<file path="src/rtl/seg_scan_ctrl_if.sv">
// Frame write port of the seven-segment scan controller.
// The producer of display values drives the master side and the scan
// controller sits on the slave side. A frame moves on a cycle where
// wr_valid and wr_ready are both high.
interface seg_scan_ctrl_if;
    logic        wr_valid;
    logic        wr_ready;
    logic [23:0] wr_data;
    logic [5:0]  wr_en;
    logic [5:0]  wr_dp;

    modport master (
        output wr_valid,
        output wr_data,
        output wr_en,
        output wr_dp,
        input  wr_ready
    );

    modport slave (
        input  wr_valid,
        input  wr_data,
        input  wr_en,
        input  wr_dp,
        output wr_ready
    );
endinterface

</file>
<file path="src/rtl/seg_scan_ctrl.sv">
// Time-multiplexed scan controller for a 6-digit common-anode display.
// A slot counter steps through the digits one at a time. Each slot opens
// with a short all-dark blanking window, which suppresses ghosting, and
// then drives one digit. New frames land in a shadow buffer. They are
// copied to the active frame only at the end of a full scan, so a frame
// is never shown half old and half new.
module seg_scan_ctrl #(
    parameter int CLK_DIV   = 50000,
    parameter int BLANK_CYC = 500
) (
    input  logic               clk,
    input  logic               rst,
    seg_scan_ctrl_if.slave     wr,
    input  logic               lz_blank,
    output logic               frame_done,
    output logic [5:0]         sel,
    output logic [7:0]         seg_led
);

    localparam int CW = (CLK_DIV > 1) ? $clog2(CLK_DIV) : 1;
    localparam logic [CW-1:0] CNT_MAX   = CW'(CLK_DIV - 1);
    localparam logic [CW-1:0] BLANK_END = CW'(BLANK_CYC);

    typedef enum logic {
        PH_BLANK,
        PH_DRIVE
    } phase_t;

    localparam phase_t RESET_PHASE = (BLANK_CYC > 0) ? PH_BLANK : PH_DRIVE;

    // Segment pattern for one hex digit, bits {g,f,e,d,c,b,a}, active-low.
    function automatic logic [6:0] decodeHex(input logic [3:0] val);
        logic [6:0] pat;
        case (val)
            4'h0: pat = 7'h40;
            4'h1: pat = 7'h79;
            4'h2: pat = 7'h24;
            4'h3: pat = 7'h30;
            4'h4: pat = 7'h19;
            4'h5: pat = 7'h12;
            4'h6: pat = 7'h02;
            4'h7: pat = 7'h78;
            4'h8: pat = 7'h00;
            4'h9: pat = 7'h10;
            4'hA: pat = 7'h08;
            4'hB: pat = 7'h03;
            4'hC: pat = 7'h46;
            4'hD: pat = 7'h21;
            4'hE: pat = 7'h06;
            default: pat = 7'h0E;
        endcase
        return pat;
    endfunction

    logic [CW-1:0] cnt_q, cnt_d;
    logic [2:0]    idx_q, idx_d;
    phase_t        phase_q, phase_d;

    logic [23:0]   actData_q, actData_d;
    logic [5:0]    actEn_q, actEn_d;
    logic [5:0]    actDp_q, actDp_d;

    logic          shadowFull_q, shadowFull_d;
    logic [23:0]   shadowData_q, shadowData_d;
    logic [5:0]    shadowEn_q, shadowEn_d;
    logic [5:0]    shadowDp_q, shadowDp_d;

    logic          frameDone_q;
    logic [5:0]    sel_q, sel_d;
    logic [7:0]    seg_q, seg_d;

    logic          boundary;
    logic          accept;
    logic [5:0]    leadZero;
    logic [5:0]    lzMask;
    logic [3:0]    curDigit;
    logic          visible;

    assign boundary   = (idx_q == 3'd5) && (cnt_q == CNT_MAX);
    assign accept     = wr.wr_valid && !shadowFull_q;
    assign wr.wr_ready = !shadowFull_q;
    assign frame_done = frameDone_q;
    assign sel        = sel_q;
    assign seg_led    = seg_q;

    // Slot timing. The counter wraps once per slot and advances the digit
    // index. The phase is decided from the upcoming count, so the phase
    // register always describes the slot position held in cnt_q.
    always_comb begin
        cnt_d   = cnt_q + 1'b1;
        idx_d   = idx_q;
        phase_d = phase_q;
        if (cnt_q == CNT_MAX) begin
            cnt_d = '0;
            idx_d = (idx_q == 3'd5) ? 3'd0 : idx_q + 3'd1;
        end
        if (cnt_d < BLANK_END) begin
            phase_d = PH_BLANK;
        end else begin
            phase_d = PH_DRIVE;
        end
    end

    // Shadow buffer and commit. While the shadow is full it refuses new
    // writes. A full shadow is emptied into the active frame only on the
    // boundary cycle. A write accepted on that same cycle found the shadow
    // empty, so it waits for the next boundary.
    always_comb begin
        actData_d    = actData_q;
        actEn_d      = actEn_q;
        actDp_d      = actDp_q;
        shadowFull_d = shadowFull_q;
        shadowData_d = shadowData_q;
        shadowEn_d   = shadowEn_q;
        shadowDp_d   = shadowDp_q;
        if (boundary && shadowFull_q) begin
            actData_d    = shadowData_q;
            actEn_d      = shadowEn_q;
            actDp_d      = shadowDp_q;
            shadowFull_d = 1'b0;
        end else if (accept) begin
            shadowData_d = wr.wr_data;
            shadowEn_d   = wr.wr_en;
            shadowDp_d   = wr.wr_dp;
            shadowFull_d = 1'b1;
        end
    end

    // Leading-zero chain. It starts at the top digit and stays alive only
    // through enabled zero digits. Digit 0 always stays outside the chain,
    // so a value of zero still shows a single "0".
    always_comb begin
        leadZero    = 6'b0;
        leadZero[5] = (actData_q[23:20] == 4'h0);
        for (int k = 4; k >= 1; k--) begin
            leadZero[k] = leadZero[k+1] && actEn_q[k+1]
                          && (actData_q[4*k +: 4] == 4'h0);
        end
        lzMask = lz_blank ? leadZero : 6'b0;
    end

    // Next values for the registered pins, from the current slot state.
    always_comb begin
        curDigit = actData_q[idx_q*4 +: 4];
        visible  = actEn_q[idx_q] && !lzMask[idx_q];
        sel_d    = 6'h3F;
        seg_d    = 8'hFF;
        if (phase_q == PH_DRIVE && visible) begin
            sel_d = ~(6'b1 << idx_q);
            seg_d = {~actDp_q[idx_q], decodeHex(curDigit)};
        end
    end

    // State and output registers. Reset blanks the pins at once, clears
    // the active frame and drops any frame still waiting in the shadow.
    always_ff @(posedge clk) begin
        if (rst) begin
            cnt_q        <= '0;
            idx_q        <= 3'd0;
            phase_q      <= RESET_PHASE;
            actData_q    <= '0;
            actEn_q      <= '0;
            actDp_q      <= '0;
            shadowFull_q <= 1'b0;
            shadowData_q <= '0;
            shadowEn_q   <= '0;
            shadowDp_q   <= '0;
            frameDone_q  <= 1'b0;
            sel_q        <= 6'h3F;
            seg_q        <= 8'hFF;
        end else begin
            cnt_q        <= cnt_d;
            idx_q        <= idx_d;
            phase_q      <= phase_d;
            actData_q    <= actData_d;
            actEn_q      <= actEn_d;
            actDp_q      <= actDp_d;
            shadowFull_q <= shadowFull_d;
            shadowData_q <= shadowData_d;
            shadowEn_q   <= shadowEn_d;
            shadowDp_q   <= shadowDp_d;
            frameDone_q  <= boundary;
            sel_q        <= sel_d;
            seg_q        <= seg_d;
        end
    end

endmodule

</file>
<file path="src/flat_wrapper.sv">
// flat-port wrapper written by rule: the top's interface ports become plain ports
module seg_scan_ctrl_flat 
#(
    parameter int CLK_DIV   = 50000,
    parameter int BLANK_CYC = 500
)
  (clk, rst, lz_blank, frame_done, sel, seg_led, wr_wr_valid, wr_wr_data, wr_wr_en, wr_wr_dp, wr_wr_ready);
  seg_scan_ctrl_if wr_i ();
  input  logic clk;
  input  logic rst;
  input  logic lz_blank;
  output logic frame_done;
  output logic [5:0] sel;
  output logic [7:0] seg_led;
  input wire logic [$bits(wr_i.wr_valid)-1:0] wr_wr_valid;
  input wire logic [$bits(wr_i.wr_data)-1:0] wr_wr_data;
  input wire logic [$bits(wr_i.wr_en)-1:0] wr_wr_en;
  input wire logic [$bits(wr_i.wr_dp)-1:0] wr_wr_dp;
  output wire logic [$bits(wr_i.wr_ready)-1:0] wr_wr_ready;
  assign wr_i.wr_valid = wr_wr_valid;
  assign wr_i.wr_data = wr_wr_data;
  assign wr_i.wr_en = wr_wr_en;
  assign wr_i.wr_dp = wr_wr_dp;
  assign wr_wr_ready = wr_i.wr_ready;
  seg_scan_ctrl #(.CLK_DIV(CLK_DIV), .BLANK_CYC(BLANK_CYC)) u_core (.clk(clk), .rst(rst), .wr(wr_i), .lz_blank(lz_blank), .frame_done(frame_done), .sel(sel), .seg_led(seg_led));
endmodule
</file>
<file path="config.mk">
export PLATFORM = sky130hd
export DESIGN_NAME = seg_scan_ctrl_flat
export DESIGN_NICKNAME = d
export VERILOG_FILES = /design/src/rtl/seg_scan_ctrl_if.sv /design/src/rtl/seg_scan_ctrl.sv /design/src/flat_wrapper.sv
export SDC_FILE = /design/constraint.sdc
export NUM_CORES = 1
export LEC_CHECK = 0
export ABC_AREA = 1
export CORE_ASPECT_RATIO = 2
export CORE_UTILIZATION = 41
export CTS_CLUSTER_SIZE = 25
export DETAILED_ROUTE_END_ITERATION = 10
export PLACE_DENSITY = 0.65
export SKIP_LAST_GASP = 1
export SLEW_MARGIN = 20
export SYNTH_ARGS = -nofsm -noshare
export SYNTH_HDL_FRONTEND = slang
export SYNTH_SLANG_ARGS = --single-unit
</file>
<file path="constraint.sdc">
create_clock -name clk -period 2.6 [get_ports clk]
set_clock_uncertainty 0.1 [all_clocks]
set_input_delay 0.52 -clock clk [delete_from_list [all_inputs] [get_ports clk]]
set_output_delay 0.52 -clock clk [all_outputs]
set_load 0.1 [all_outputs]
</file>
==> results of run 1 <==
==> where the power goes <==
| group | total [W] | switching [W] | internal [W] |
|---|---|---|---|
| sequential | 0.00173 | 0.0000279 | 0.00170 |
| clock | 0.00140 | 0.000632 | 0.000771 |
| combinational | 0.000176 | 0.0000911 | 0.0000847 |
| total | 0.00331 | 0.000751 | 0.00256 |
==> state kept, by name, summed over array words and instances (netlist names) <==
| signal | cells |
|---|---|
| u_core.actData_q | 24 |
| u_core.actDp_q | 6 |
| u_core.actEn_q | 6 |
| u_core.cnt_q | 16 |
| u_core.frame_done | 1 |
| u_core.idx_q | 3 |
| u_core.phase_q | 1 |
| u_core.seg_led | 8 |
| u_core.sel | 6 |
| u_core.shadowData_q | 24 |
| u_core.shadowDp_q | 6 |
| u_core.shadowEn_q | 6 |
| u_core.shadowFull_q | 1 |
==> stage by stage <==
step	hold WS, ns	instances	power, W	worst slack (ns)
6_report	0.3567	858	0.003309	0.2095
5_1_grt	0.3781	858	0.003456	0.05064
4_1_cts	0.3632	858	0.003353	0.1937
3_5_place_dp	0.3469	842	0.001946	0.2073
3_3_place_gp	0.3433	842	0.001942	0.2600
2_1_floorplan	0.3297	659	0.001853	0.6622
==> worst max-delay path: cells and delay by family (launching register included) <==
kind          cells  cell delay [ns]
fa+ha+maj         1             0.31
buf+inv           4             0.31
flops             1             0.35
simple gates     10             1.21
==> per-layer routing <==
metal	wire [microns]	global-route usage [%]
met1	4450	19.82
met2	6297	38.55
met3	271	2.714
met4	527	11.64
met5	0	0
==> worst max path at each step <==
stage	startpoint	endpoint	slack [ns]	depth (start not counted)
after floorplan	u_core.idx_q[0]	u_core.seg_led[0]	0.66	14
after global placement	u_core.idx_q[1]	u_core.seg_led[3]	0.26	15
after detailed placement	u_core.idx_q[1]	u_core.seg_led[0]	0.21	13
after CTS	u_core.idx_q[1]	u_core.seg_led[0]	0.19	13
after global routing	u_core.idx_q[1]	u_core.seg_led[3]	0.05	15
final	u_core.idx_q[1]	u_core.seg_led[3]	0.21	15
==> kinds of logic (layout without fill, tap and decap cells) <==
family | count (synthesis) | count (layout)
DFF | 108 | 108
adders and majority gates | 8 | 8
and+or+nand+nor | 341 | 341
AOI/OAI and AO/OA | 103 | 103
buffers and inverters | 98 | 155
xor gates and xnor gates | 1 | 1
==> cell type report <==
type                            count  share of cell area, %
Clock buffer                        9                  3.937
Timing Repair Buffer               64                  10.32
Tap cell                          142                  3.106
Inverter                           75                  4.921
Clock inverter                      7                  1.575
Multi-Input combinational cell    453                  38.34
Sequential cell                   108                  37.80
==> cells in the final DEF (no fill, tap or decap), types with 2 or more instances in the layout <==
cell and count:
nor2_1 172, nand2_1 115, dfxtp_1 108, inv_1 66
o21ai_0 41, clkdlybuf4s50_1 39, a211oi_1 36, nand3_1 28
buf_4 24, a21oi_1 9, clkbuf_16 9, inv_2 8
nand4_1 8, ha_1 8, nand2_2 5, nor3_1 5
o21bai_1 4, inv_6 4, a21oi_2 2, nor2_2 2
o211ai_1 2, o22ai_1 2, a21oi_4 2, nand3b_1 2
o32ai_1 2
==> what timing repair did <==
action | 4_1_cts | 5_1_grt
hold buffers | 0 | 0
gates resized for setup | 0 | 1
setup endpoints to repair | 0 | 1
==> impl_metrics.yaml, run 1 <==
outcome:
  outcome: "complete, no violations"
min_path:
  hold_start: "u_core.actEn_q[1]"
  worstHoldPathType: "reg2reg"
  hold-path-endpoint: "u_core.actEn_q[1]"
  min_delay_path_depth: 2
global_routing:
  grt_pass1_vias: 4136
  grt_usage_pct: 20.07
  grt_pass1_wl_microns: 18970
  grt_overflow: 0
  antenna_found_initial: 0
  grt_max_degree: 49
flow_run:
  drv_cap: 0
logic_synthesis:
  synth_top_family_by_area: "simple AND/OR/NAND/NOR gates"
  yosys.area_share.adder_pct: 2.102
  synthSimpleGateAreaFrac_pct: 29.62
  synth_top_area_share_pct: 45.41
  yosys-top-cells-area: "dfxtp_1, nor2_1, nand2_1"
  synth_xor_area_share_pct: 0.1840
  synth_warnings: 0
  syn_area_sq_um: 4761
  synth-edff-count: 0
  synth_most_common_cell: "nor2_1"
  synth_common_cells: "nor2_1, nand2_1, dfxtp_1"
  netlist_instances: 659
  synthesis.nets: 707
  ys.flop_type: "dfxtp_1"
  synth_mux_area_share_pct: 0
  ys_types: 34
  synth-compound-area-share_pct: 14.09
  syn_avg_cell_area_sq_um: 7.224
  synth-async-reset-ratio_pct: 0
  yosysSeqAreaShare_pct: 45.41
  ys_seq_elements: 108
  synth_area_leader_cell: "dfxtp_1"
floorplan:
  core-area_sq_um: 11290
  dieArea_sq_um: 12070
  rows: 55
  initial_utilization_pct: 42.18
  die_h_microns: 154.4
  fp.dieW_microns: 78.20
  io_pins: 56
timing:
  fin_setup_tns_ns: 0
  fmax_mhz: 418.3
  tightest_slew_ns: 0.5660
  relSlewSlack_pct: 62.13
  finalMaxSlewViolations: 0
  rsz0062_at_grt: "false"
  finalCriticalPeriod_ns: 2.391
  hold_viol_final: 0
  setup_viol: 0
  period_share_pct: 91.94
drt:
  wirelength_microns: 11550
  via_per_inst: 4.950
  dr.pass1.iters: 6
  drt_iter0_markers: 213
  num_vias: 4247
  wl_per_cell_microns: 13.46
  drc: 0
  ant_nets: 0
placed_design:
  port_buffers: 55
  gp_congestion: 0.8945
  dpl.hpwl_microns: 8766
  post_dp_cell_area_sq_um: 5401
worst_setup_path:
  r2r_start: "u_core.idx_q[1]"
  required_ns: 2.72
  r2r_end: "u_core.seg_led[3]"
  crit_chain: "inv_2, nor2_1, nand2_1, nand4_1, nand2_1, nand2_1, inv_1, ha_1, inv_1, nand2_1, nand2_1, nand2_1, nand2_1, inv_1, nand2_1"
  worstPathArrival_ns: 2.51
  worstSetupPathType: "reg2reg"
  cpMostUsedCell: "nand2_1"
  regToRegSetupSlack_ns: 0.21
  path_max_fanout: 10
  r2r_cells: 15
  critPathSlowestCell: "nor2_1"
  startpoint_type: "flip-flop"
  max_stage_delay_ns: 0.46
  cp-end-kind: "flip-flop"
layout:
  drive_gt1_share_pct: 9.218
  finish.utilization_pct: 50.69
  antenna_cells: 0
  ff_latch_area_sq_um: 2162
  finalInstanceArea_sq_um: 5720
  layout.nets: 759
  fillerInstances: 1179
  multiInputGateArea_sq_um: 2193
  area_growth_pct: 20.16
clocking:
  root_buffer: "clkbuf_16"
  cts_tree: "built"
  htreeDepth: 3
  insertion_delay_ns: 0.34
  clock_path_buffers: 2
  postCtsSetupRepairBufs: 0
  cts_buffers: 9
  path_clk_slew_ns: 0.07
  clock_sinks: 108
power_and_ir_drop:
  vdd_ir_drop_max_mv: 0.3955
  leakage_nw: 2.381
  powerDensity_nw_per_um2: 578.4
No activity file was read; power rests on OpenSTA's default activity.
==> inputs of run 2 (changes only) <==
--- a/config.mk
+++ b/config.mk
@@ -10,7 +10,7 @@
 export CORE_UTILIZATION = 41
 export CTS_CLUSTER_SIZE = 25
 export DETAILED_ROUTE_END_ITERATION = 10
-export PLACE_DENSITY = 0.65
+export PLACE_DENSITY_LB_ADDON = 0.12
 export SKIP_LAST_GASP = 1
 export SLEW_MARGIN = 20
 export SYNTH_ARGS = -nofsm -noshare
==> run 2 against run 1 <==
Effect of this change: core utilization shrank 0.48 points; sequential share of layout area is 0.36 points higher; sequential power about the same; clock power is 9% lower; setup slack improved by 0.040 ns; combinational power increased by 4%; first-iteration DRC count shrank 49%; via count is 1.1% higher; critical path type unchanged; critical endpoint unchanged.
==> impl_metrics.yaml, run 2 (synthesis results as in run 1) <==
min_path:
  min_delay_path_depth: 2
  hold-path-endpoint: "u_core.actEn_q[1]"
  worstHoldPathType: "reg2reg"
  hold_start: "u_core.actEn_q[1]"
timing:
  finalCriticalPeriod_ns: 2.351
  hold_viol_final: 0
  finalMaxSlewViolations: 0
  relSlewSlack_pct: 54.92
  tightest_slew_ns: 0.6762
  period_share_pct: 90.41
  setup_viol: 0
  rsz0062_at_grt: "false"
  fin_setup_tns_ns: 0
  fmax_mhz: 425.4
floorplan:
  rows: 55
  initial_utilization_pct: 42.18
  die_h_microns: 154.4
  core-area_sq_um: 11290
  io_pins: 56
  dieArea_sq_um: 12070
  fp.dieW_microns: 78.20
drt:
  ant_nets: 0
  wl_per_cell_microns: 14.00
  drt-met1-wl_microns: 4590
  top_layer: "met4"
  route.met2.wl_microns: 6494
  via_per_inst: 5.011
  num_vias: 4294
  drc: 0
  wirelength_microns: 12000
  wl_met3_microns: 237
  drt_iter0_markers: 108
  dr.pass1.iters: 4
layout:
  final_common_cell: "nor2_1"
  drive_gt1_share_pct: 9.091
  antenna_cells: 0
  layout.nets: 759
  final_cells: 857
  finalInstanceArea_sq_um: 5667
  layout_common_cells: "nor2_1, nand2_1, dfxtp_1"
  area_growth_pct: 19.03
  reg_top3: "u_core.actData_q (24), u_core.shadowData_q (24), u_core.cnt_q (16)"
global_routing:
  antenna_found_initial: 0
  grt_pass1_wl_microns: 19620
  grt_usage_pct: 21.09
  grt_max_degree: 74
  grt_overflow: 0
  grt_pass1_vias: 4231
worst_setup_path:
  startpoint_type: "flip-flop"
  path_buf_inv: 3
  r2r_start: "u_core.idx_q[1]"
  cpMostUsedCell: "nand2_1"
  cpLargestDelayFamily: "compound AO/OA/AOI/OAI gates"
  cp-end-kind: "flip-flop"
  required_ns: 2.71
  path_max_fanout: 10
  r2r_end: "u_core.seg_led[3]"
  crit_chain: "inv_2, nor2_2, a21oi_1, nand2_1, a21oi_1, inv_1, ha_1, nand2_2, nand2_1, nand2_1, nand2_1, inv_1, nand2_1"
  r2r_cells: 13
  critPathSlowestCell: "a21oi_1"
  worstPathArrival_ns: 2.46
  regToRegSetupSlack_ns: 0.25
  worstSetupPathType: "reg2reg"
  max_stage_delay_ns: 0.39
clocking:
  htreeDepth: 3
  insertion_delay_ns: 0.34
  path_clk_slew_ns: 0.07
  root_buffer: "clkbuf_16"
  clock_path_buffers: 2
  cts_buffers: 9
  clock_sinks: 108
  cts_tree: "built"
  cts_hold_buf: 0
placed_design:
  post_dp_cell_area_sq_um: 5389
  gp_congestion: 0.9123
  placed_cells: 842
  dpl.hpwl_microns: 9147
  port_buffers: 55
power_and_ir_drop:
  combPwrFrac_pct: 5.8
  leakage_nw: 2.353
  vdd_ir_drop_max_mv: 0.4032
  p_sw_w: 0.0007350
  p_seq_share_pct: 54.3
  powerDensity_nw_per_um2: 561.5
  pwr-share-clk_pct: 39.9
  finalPower_w: 0.003182
  switching_share_pct: 23.10
  p_int_w: 0.002447
flow_run:
  drv_cap: 0
outcome:
  outcome: "complete, no violations"
-- run 2: area by class of cell --
type / instances / area (sq um)
fill: 1162 / 5619
tap: 142 / 177.7
inverter: 75 / 281.5
multi-input combinational: 453 / 2192
timing repair buffer: 64 / 578.1
clock buffer: 9 / 225.2
clock inverter: 6 / 50.05
sequential: 108 / 2162
-- run 2: power by group through the flow --
| stage | sequential (W) | clock (W) | combinational (W) |
|---|---|---|---|
| after floorplan | 0.00176 | 0 | 0.0000945 |
| after global placement | 0.00177 | 0 | 0.000183 |
| after detailed placement | 0.00177 | 0 | 0.000186 |
| after CTS | 0.00173 | 0.00130 | 0.000188 |
| after global routing | 0.00173 | 0.00137 | 0.000207 |
| final | 0.00173 | 0.00127 | 0.000183 |
-- run 2: routing by layer --
layer  GRT usage, %  up-vias
met5              0        -
met3          2.950       35
met1          20.19     1963
met4          14.11        0
li1               -     2221
met2          40.27       75
-- run 2: worst max-delay path by stage --
stage / slack, ns / depth (start not counted) / from / to
after detailed placement: 0.16 / 15 / u_core.idx_q[1] / u_core.seg_led[3]
final: 0.25 / 13 / u_core.idx_q[1] / u_core.seg_led[3]
after global routing: 0.008 / 12 / u_core.idx_q[0] / u_core.seg_led[3]
after CTS: 0.14 / 15 / u_core.idx_q[1] / u_core.seg_led[3]
after global placement: 0.21 / 15 / u_core.idx_q[1] / u_core.seg_led[3]
after floorplan: 0.66 / 14 / u_core.idx_q[0] / u_core.seg_led[0]
-- run 2: through the flow --
stage / hold slack (ns) / setup slack, ns / util (%)
finish: 0.3601 / 0.2494 / 50.21
global route: 0.3851 / 0.008213 / 50.21
CTS: 0.3612 / 0.1431 / 50.19
detailed placement: 0.3465 / 0.1589 / 47.75
global placement: 0.3434 / 0.2063 / 47.75
floorplan: 0.3297 / 0.6622 / -
-- run 2: worst min-delay path: stages, from the launching register on --
cell and delay (ns):
dfxtp_1 0.31, inv_1 0.05, a211oi_1 0.06
-- run 2: timing repair --
item	in CTS	in global routing
setup endpoints to repair	0	3
hold endpoints to repair	0	0
gates resized for setup	0	1
buffers inserted	0	0
==> inputs of run 3 (changes only) <==
--- a/config.mk
+++ b/config.mk
@@ -11,6 +11,7 @@
 export CTS_CLUSTER_SIZE = 25
 export DETAILED_ROUTE_END_ITERATION = 10
 export PLACE_DENSITY_LB_ADDON = 0.12
+export SETUP_SLACK_MARGIN = 0.15
 export SKIP_LAST_GASP = 1
 export SLEW_MARGIN = 20
 export SYNTH_ARGS = -nofsm -noshare
==> constraint.sdc (replaced) <==
create_clock -name clk -period 3 [get_ports clk]
set_clock_uncertainty 0.1 [all_clocks]
set_input_delay 0.6 -clock clk [delete_from_list [all_inputs] [get_ports clk]]
set_output_delay 0.6 -clock clk [all_outputs]
set_load 0.1 [all_outputs]
==> run 3 against run 2 <==
Effect of this change: register-to-register slack gained 0.30 ns; core utilization is 0.17 points higher; via count is 2.5% lower; routed wire length is 1.3% lower; setup slack better by 0.30 ns; flip-flop and latch count unchanged; largest cell class unchanged.
==> impl_metrics.yaml, run 3 (synthesis results as in run 1) <==
power_and_ir_drop:
  p_int_w: 0.002206
  vdd_ir_drop_max_mv: 0.3138
  combPwrFrac_pct: 5.5
  powerDensity_nw_per_um2: 501.7
  switching_share_pct: 22.67
  pwr-share-clk_pct: 41.9
  p_seq_share_pct: 52.5
  leakage_nw: 2.361
  p_sw_w: 0.0006467
worst_setup_path:
  cp-end-kind: "flip-flop"
  required_ns: 3.12
  worstPathArrival_ns: 2.56
  startpoint_type: "flip-flop"
  worstSetupPathType: "reg2reg"
  path_max_fanout: 7
clocking:
  insertion_delay_ns: 0.34
  htreeDepth: 3
  cts_tree: "built"
  clock_sinks: 108
  cts_buffers: 9
  postCtsSetupRepairBufs: 0
  cts_hold_buf: 0
  cts_resized: 0
  clock_path_buffers: 2
  root_buffer: "clkbuf_16"
  path_clk_slew_ns: 0.07
placed_design:
  port_buffers: 55
  post_dp_cell_area_sq_um: 5386
  pre_cts_ws_ns: 0.5831
  dpl.hpwl_microns: 8830
  gp_congestion: 0.8736
drt:
  wl_per_cell_microns: 13.84
  drt_iter0_markers: 194
  wirelength_microns: 11840
  num_vias: 4187
  via_per_inst: 4.897
  ant_nets: 0
  dr.pass1.iters: 4
  drc: 0
layout:
  drive_gt1_share_pct: 8.696
  area_growth_pct: 19.42
  antenna_cells: 0
  finalInstanceArea_sq_um: 5685
  layout.nets: 757
  final_common_cell: "nor2_1"
  finish.utilization_pct: 50.38
  layout_common_cells: "nor2_1, nand2_1, dfxtp_1"
  reg_top3: "u_core.actData_q (24), u_core.shadowData_q (24), u_core.cnt_q (16)"
  fillerInstances: 1181
global_routing:
  grt_overflow: 0
  grt_usage_pct: 20.69
  grt_max_degree: 49
  antenna_found_initial: 0
  grt_pass1_wl_microns: 19330
  grt_pass1_vias: 3978
floorplan:
  rows: 55
  dieArea_sq_um: 12070
  io_pins: 56
  fp.dieW_microns: 78.20
  die_h_microns: 154.4
  initial_utilization_pct: 42.18
  core-area_sq_um: 11290
timing:
  finalMaxSlewViolations: 0
  fin_hold_ws_ns: 0.3588
  fmax_mhz: 408.8
  relSlewSlack_pct: 63.96
  rsz0062_at_grt: "false"
  fin_setup_tns_ns: 0
  tightest_slew_ns: 0.5406
  period_share_pct: 81.54
  fin_ws_ns: 0.5538
  finalCriticalPeriod_ns: 2.446
  hold_viol_final: 0
  setup_viol: 0
min_path:
  worstHoldPathType: "reg2reg"
outcome:
  outcome: "complete, no violations"
flow_run:
  drv_cap: 0
-- run 3: metrics by stage --
| step | total power (W) | instances |
|---|---|---|
| after floorplan | 0.001606 | 659 |
| after global routing | 0.002975 | 855 |
| after CTS | 0.002889 | 855 |
| after detailed placement | 0.001692 | 840 |
| after global placement | 0.001689 | 840 |
| final | 0.002853 | 855 |
-- run 3: power by group through the flow --
stage	logic (W)	registers, W	clock network, W
6_report	0.000158	0.00150	0.00120
5_1_grt	0.000178	0.00150	0.00129
4_1_cts	0.000161	0.00150	0.00123
3_5_place_dp	0.000160	0.00153	0
3_3_place_gp	0.000158	0.00153	0
2_1_floorplan	0.0000819	0.00152	0
-- run 3: metal layers --
metal / wire [microns] / up-vias / GRT usage (%)
met1: 4728 / 1897 / 21.88
met3: 291 / 19 / 2.537
met2: 6495 / 58 / 39.56
li1: - / 2213 / -
met4: 320 / 0 / 9.347
met5: 0 / - / 0
-- run 3: layout make-up --
| cell class | instances | area, sq um | share of cell area (%) |
|---|---|---|---|
| Clock buffer | 9 | 225.2 | 3.961 |
| Tap cell | 142 | 177.7 | 3.125 |
| Clock inverter | 6 | 73.82 | 1.298 |
| Sequential cell | 108 | 2162 | 38.03 |
| Multi-Input combinational cell | 453 | 2190 | 38.51 |
| Timing Repair Buffer | 62 | 575.6 | 10.12 |
| Inverter | 75 | 281.5 | 4.952 |
-- run 3: worst paths after layout --
check / startpoint / end / slack (ns) / depth (start not counted)
worst max-delay path: u_core.idx_q[0] / u_core.seg_led[3] / 0.55 / 14
worst min-delay path: u_core.actEn_q[1] / u_core.actEn_q[1] / 0.36 / 2
worst max register to register: u_core.idx_q[0] / u_core.seg_led[3] / 0.55 / 14
worst min register to register: u_core.actEn_q[1] / u_core.actEn_q[1] / 0.36 / 2
-- run 3: critical path, cell delays in order, from the launching register on --
cell     delay, ns
dfxtp_1       0.45
inv_2         0.13
nand2_2       0.17
nor2_1        0.06
nor2_1        0.13
nand2_1       0.12
a21oi_1       0.41
inv_1         0.17
ha_1          0.26
nand2_2       0.10
nand2_1       0.06
nand2_1       0.05
nand2_1       0.05
inv_1         0.04
nand2_1       0.04
